**src/rtl/mem_ctrl.sv**
```systemverilog
// Byte-serial memory controller: serves MEM-stage loads/stores and IF-stage fetches
// over a single 8-bit synchronous RAM port, data port first, never preempted.
module mem_ctrl (
    input  logic        clk,
    input  logic        reset,
    input  logic        ram_read,
    input  logic        ram_write,
    input  logic [31:0] ram_addr,
    input  logic [31:0] ram_data_i,
    input  logic [2:0]  ram_length,
    input  logic        ram_signed,
    output logic        ram_ready,
    output logic [31:0] ram_data_o,
    input  logic        if_read,
    input  logic [31:0] if_addr,
    output logic        if_ready,
    output logic [31:0] if_data,
    output logic [31:0] mem_a,
    output logic        mem_wr,
    output logic [7:0]  mem_dout,
    input  logic [7:0]  mem_din
);

    typedef enum logic [1:0] {IDLE, RD, WR, DONE} state_t;

    state_t      state, state_nx;
    logic [7:0]  cnt;
    logic [31:0] addr_q;
    logic [2:0]  len_q;
    logic        sgn_q;
    logic        fetch_q;
    logic [31:0] data_q;
    logic [31:0] rbuf;
    logic [2:0]  len_norm;
    logic [1:0]  cap_idx;
    logic [31:0] ext;

    // Illegal lengths collapse to a full word.
    assign len_norm = (ram_length == 3'd1) ? 3'd1 :
                      (ram_length == 3'd2) ? 3'd2 : 3'd4;

    // Byte arriving now was addressed one cycle earlier, i.e. at cnt-1.
    assign cap_idx = cnt[1:0] - 2'd1;

    always_comb begin
        case (len_q)
            3'd1:    ext = {{24{sgn_q & rbuf[7]}}, rbuf[7:0]};
            3'd2:    ext = {{16{sgn_q & rbuf[15]}}, rbuf[15:0]};
            default: ext = rbuf;
        endcase
    end

    always_ff @(posedge clk) begin
        if (reset) state <= IDLE;
        else       state <= state_nx;
    end

    always_comb begin
        state_nx   = state;
        mem_a      = 32'd0;
        mem_wr     = 1'b0;
        mem_dout   = 8'd0;
        ram_ready  = 1'b0;
        ram_data_o = 32'd0;
        if_ready   = 1'b0;
        if_data    = 32'd0;
        case (state)
            IDLE: begin
                if (ram_read)       state_nx = RD;
                else if (ram_write) state_nx = WR;
                else if (if_read)   state_nx = RD;
            end
            RD: begin
                if (cnt < {5'd0, len_q})
                    mem_a = addr_q + {24'd0, cnt};
                if (fetch_q && !if_read)
                    state_nx = IDLE;
                else if (cnt == {5'd0, len_q})
                    state_nx = DONE;
            end
            WR: begin
                mem_a    = addr_q + {24'd0, cnt};
                mem_wr   = 1'b1;
                mem_dout = data_q[{cnt[1:0], 3'b000} +: 8];
                if (cnt == {5'd0, len_q} - 8'd1)
                    state_nx = DONE;
            end
            DONE: begin
                state_nx = IDLE;
                if (fetch_q) begin
                    if_ready = 1'b1;
                    if_data  = ext;
                end else begin
                    ram_ready  = 1'b1;
                    ram_data_o = ext;
                end
            end
            default: state_nx = IDLE;
        endcase
    end

    always_ff @(posedge clk) begin
        if (reset) begin
            cnt     <= 8'd0;
            addr_q  <= 32'd0;
            len_q   <= 3'd0;
            sgn_q   <= 1'b0;
            fetch_q <= 1'b0;
            data_q  <= 32'd0;
            rbuf    <= 32'd0;
        end else begin
            case (state)
                IDLE: begin
                    cnt <= 8'd0;
                    if (ram_read) begin
                        addr_q  <= ram_addr;
                        len_q   <= len_norm;
                        sgn_q   <= ram_signed;
                        fetch_q <= 1'b0;
                        rbuf    <= 32'd0;
                    end else if (ram_write) begin
                        addr_q  <= ram_addr;
                        len_q   <= len_norm;
                        data_q  <= ram_data_i;
                        fetch_q <= 1'b0;
                    end else if (if_read) begin
                        addr_q  <= if_addr;
                        len_q   <= 3'd4;
                        sgn_q   <= 1'b0;
                        fetch_q <= 1'b1;
                        rbuf    <= 32'd0;
                    end
                end
                RD: begin
                    cnt <= cnt + 8'd1;
                    if (cnt != 8'd0)
                        rbuf[{cap_idx, 3'b000} +: 8] <= mem_din;
                end
                WR:      cnt <= cnt + 8'd1;
                default: cnt <= 8'd0;
            endcase
        end
    end

endmodule

```
**config.mk**
```make
export PLATFORM = sky130hd
export DESIGN_NAME = mem_ctrl
export DESIGN_NICKNAME = d
export VERILOG_FILES = /design/src/rtl/mem_ctrl.sv
export SDC_FILE = /design/constraint.sdc
export NUM_CORES = 1
export LEC_CHECK = 0
export ABC_AREA = 1
export BUFFER_PORTS_ARGS = -buffer_cell sky130_fd_sc_hd__buf_4
export CORE_MARGIN = 2
export CORE_UTILIZATION = 50
export DETAILED_ROUTE_END_ITERATION = 10
export PLACE_DENSITY = 0.79
export SYNTH_ARGS = -nofsm -noshare
export SYNTH_HDL_FRONTEND = slang
export SYNTH_SLANG_ARGS = --single-unit
```
**constraint.sdc**
```tcl
create_clock -name clk -period 6.1 [get_ports clk]
set_input_delay 1.22 -clock clk [delete_from_list [all_inputs] [get_ports clk]]
set_output_delay 1.22 -clock clk [all_outputs]
set_load 0.01 [all_outputs]
```
==> results.json <==
{
  "worstHoldPathCells": 2,
  "cts.sinks": 111,
  "placeableCoreArea_mm2": 0.01330,
  "ctsRootBufferMaster": "clkbuf_16",
  "slew-limit-headroom_pct": 25.27,
  "finalNonFillerCells": 1458,
  "vias_in_the_first_global_route": 6655,
  "worst-r2r-cell-count": 5,
  "syn_area_mm2": 0.006809,
  "power_density_mw_per_mm2": 319.5,
  "layout-drive-gt1-share_pct": 20.12,
  "die_w_um": 120.7,
  "critical_path.endpoint_type": "primary output",
  "path_class": "reg -> out",
  "worst_ep_required_time_ps": 4880,
  "final.setup_skew_ps": 7.157,
  "cts.hold.buffers_added": 0,
  "n_antenna_cell": 0,
  "fillCellCount": 1313,
  "number_of_max_cap_violations": 0,
  "rsz_0062_raised_after_global_routing": "no",
  "groute.usage.overall_pct": 27.20,
  "post_synthesis_cell_type_count": 35,
  "remaining_drc_errors": 0,
  "net_count_of_the_finished_layout": 1414,
  "path_clk_slew_ps": 80,
  "detailedPlacementHpwl_mm": 15.38,
  "total_vias_in_the_final_route": 7736,
  "htreeDepth": 3,
  "synth.top_cells.by_area": "dfxtp_1 (33%), nand2_1 (14%), a21oi_1 (9.4%)",
  "cp_slowest_stage_delay_ps": 710,
  "worstPathMaxFanout": 16,
  "synthesis.yosys.warnings": 0,
  "setup_viol": 0,
  "final_hold_viol_count": 0,
  "worstHoldPathType": "reg -> reg",
  "critical_path.reg2reg.endpoint": "rbuf[20]",
  "launch_instance_of_the_worst_min_delay_path": "data_q[9]",
  "flow.area_growth_from_synthesis_pct": 28.87,
  "grt_first_pass_wirelength_mm": 31.90,
  "worst_r2r_startpoint": "cnt[0]",
  "power_w": 0.002804,
  "cts_post_setup_buffers_inserted": 0,
  "port_buffers": 219,
  "wirelength_mm": 20.55,
  "ys_seq_elements": 111,
  "place.detailed.instances": 1442,
  "setup.reg_to_reg.worst_slack_ps": 3100,
  "cp_slowest_cell": "dfxtp_1",
  "final.setup.tns_ps": 0,
  "clock.fmax_ghz": 0.2078,
  "first_pass_iters": 6,
  "synth.yosys.seq_area_share_pct": 32.64,
  "worst-path-buf-inv": 3,
  "detail_route.wl_per_cell_um": 14.10,
  "grt_antenna_before_repair": 0,
  "max-clock-path-buffers": 2,
  "grt-ovfl-total": 0,
  "syn_nets": 1229,
  "tritoncts.num_buffers": 9,
  "worstMarginPinSlew_ps": 1118,
  "cts_resized": 0,
  "maximum_number_of_pins_on_one_net_before_global_route_repair": 69,
  "die_area_mm2": 0.01457,
  "place.gp.congestion": 0.9159,
  "cts_tree": "built",
  "clock_insertion_delay_worst_skew_ps": 370,
  "yosysTopAreaCellShare_pct": 32.64,
  "worst_path_dominant_cell_family": "buffers and inverters",
  "library_cell_occupying_the_most_area_in_the_post_synthesis_netlist": "dfxtp_1",
  "route.detailed.vias_per_inst": 5.306,
  "final_max_slew_viol_count": 0,
  "min_tclk_post_route_ps": 4813,
  "floorplan.initialDensity_pct": 51.21,
  "design.portCount": 220,
  "critical-path-top-cell-by-count": "nand2_1",
  "post_synth_inst_count": 1092,
  "drt_first_iter_violations": 764,
  "hold_end": "data_q[9]",
  "status": "complete, no violations",
  "critPathLaunchType": "flop",
  "final_min_period_over_clock_period_pct": 78.90,
  "syn-mean-instance-area_um2": 6.235,
  "path_cells": "clkinv_1, fa_1, inv_1, nand2_1, o21ai_0, nand2_1, nand2_2, nand3_1, nor3_1, nor2_1, buf_4",
  "die_h_um": 120.7,
  "ir_drop_uv": 213.8,
  "worstPathArrival_ps": 3590,
  "total_leakage_power_nw": 3.791,
  "floorplan.rows": 42,
  "final_antenna_violating_net_count": 0
}
## synth_stat cells (all sizes together)
master,n
clkinv,3
and3,1
nor3,21
nor4,3
clkbuf,33
ha,23
nand4,17
nor3b,2
nor2,154
xor2,1
fa,1
a211oi,2
xnor2,5
or2,1
nand2,260
buf,17
o21ai,99
a31oi,33
dfxtp,111
a21oi,129
o211ai,1
inv,111
nand3,59
nand3b,5
## cell families after synthesis
family / Yosys count / synth area share, %
DFF: 111 / 32.64
and+or+nand+nor: 523 / 32.30
adders and majority gates: 24 / 4.520
xor gates and xnor gates: 6 / 0.7718
AOI/OAI and AO/OA: 264 / 20.29
buffers and inverters: 164 / 9.482
## cell usage in the layout, fill, tap and decap left out, drive strengths merged, types with 5 or more instances in the layout
master  count
nor2      154
nand4      17
clkinv      5
nand2     260
inv       114
xnor2       5
o21ai      99
a31oi      33
nand3      59
ha         23
clkbuf     10
buf       224
nand3b      5
a21oi     129
dfxtp     111
nor3       21
## state kept, by name, indices dropped and copies added (netlist names)
signal   flops
state        2
sgn_q        1
cnt          8
fetch_q      1
rbuf        32
addr_q      32
len_q        3
data_q      32
## layout make-up
| type | count | area, um2 | share of cell area, % |
|---|---|---|---|
| flip-flops and latches | 111 | 2222 | 25.32 |
| multi-input cells | 817 | 3941 | 44.92 |
| clock inverters | 6 | 52.55 | 0.5989 |
| well taps | 176 | 220.2 | 2.510 |
| inverters | 114 | 427.9 | 4.877 |
| clock buffers | 10 | 229.0 | 2.609 |
| repair buffers | 224 | 1682 | 19.16 |
## power by group
part | leakage [nW] | internal, W | switching [W]
sequential | 0.908 | 0.000865 | 0.000170
combinational | 2.75 | 0.000402 | 0.000787
clock | 0.137 | 0.000286 | 0.000294
total | 3.79 | 0.00155 | 0.00125
## metal layers
metal	share of wire (%)	track usage (%)
met4	1.3	6.177
met3	7.9	5.047
met5	0	0
met1	46	37.68
met2	45	44.03
## worst min-delay path, cell delays in order, from the launching register on
cell and delay, ps:
dfxtp_1 300, inv_1 60, a21oi_1 50
## worst max-delay path by stage
stage	from	endpoint	slack [ps]	cells past startpoint
2_1_floorplan	cnt[1]	mem_a[20]	2460	12
3_3_place_gp	cnt[1]	mem_a[24]	1780	11
3_5_place_dp	cnt[1]	mem_a[28]	1770	11
4_1_cts	cnt[1]	mem_a[28]	1360	11
5_1_grt	cnt[1]	mem_a[20]	1000	12
6_report	cnt[1]	mem_a[24]	1290	11
## per-stage QoR
stage                     hold WS (ps)  setup WS (ps)  instance area, um2  util, %
after floorplan                  429.7           2457                6809        -
after global placement           440.1           1781                8493    63.88
after detailed placement         446.3           1768                8493    63.88
after CTS                        457.1           1365                8775    66.00
after global routing             471.5           1002                8775    66.00
final                            457.0           1287                8775    66.00
Note: power is estimated with default switching activity, not from simulation.
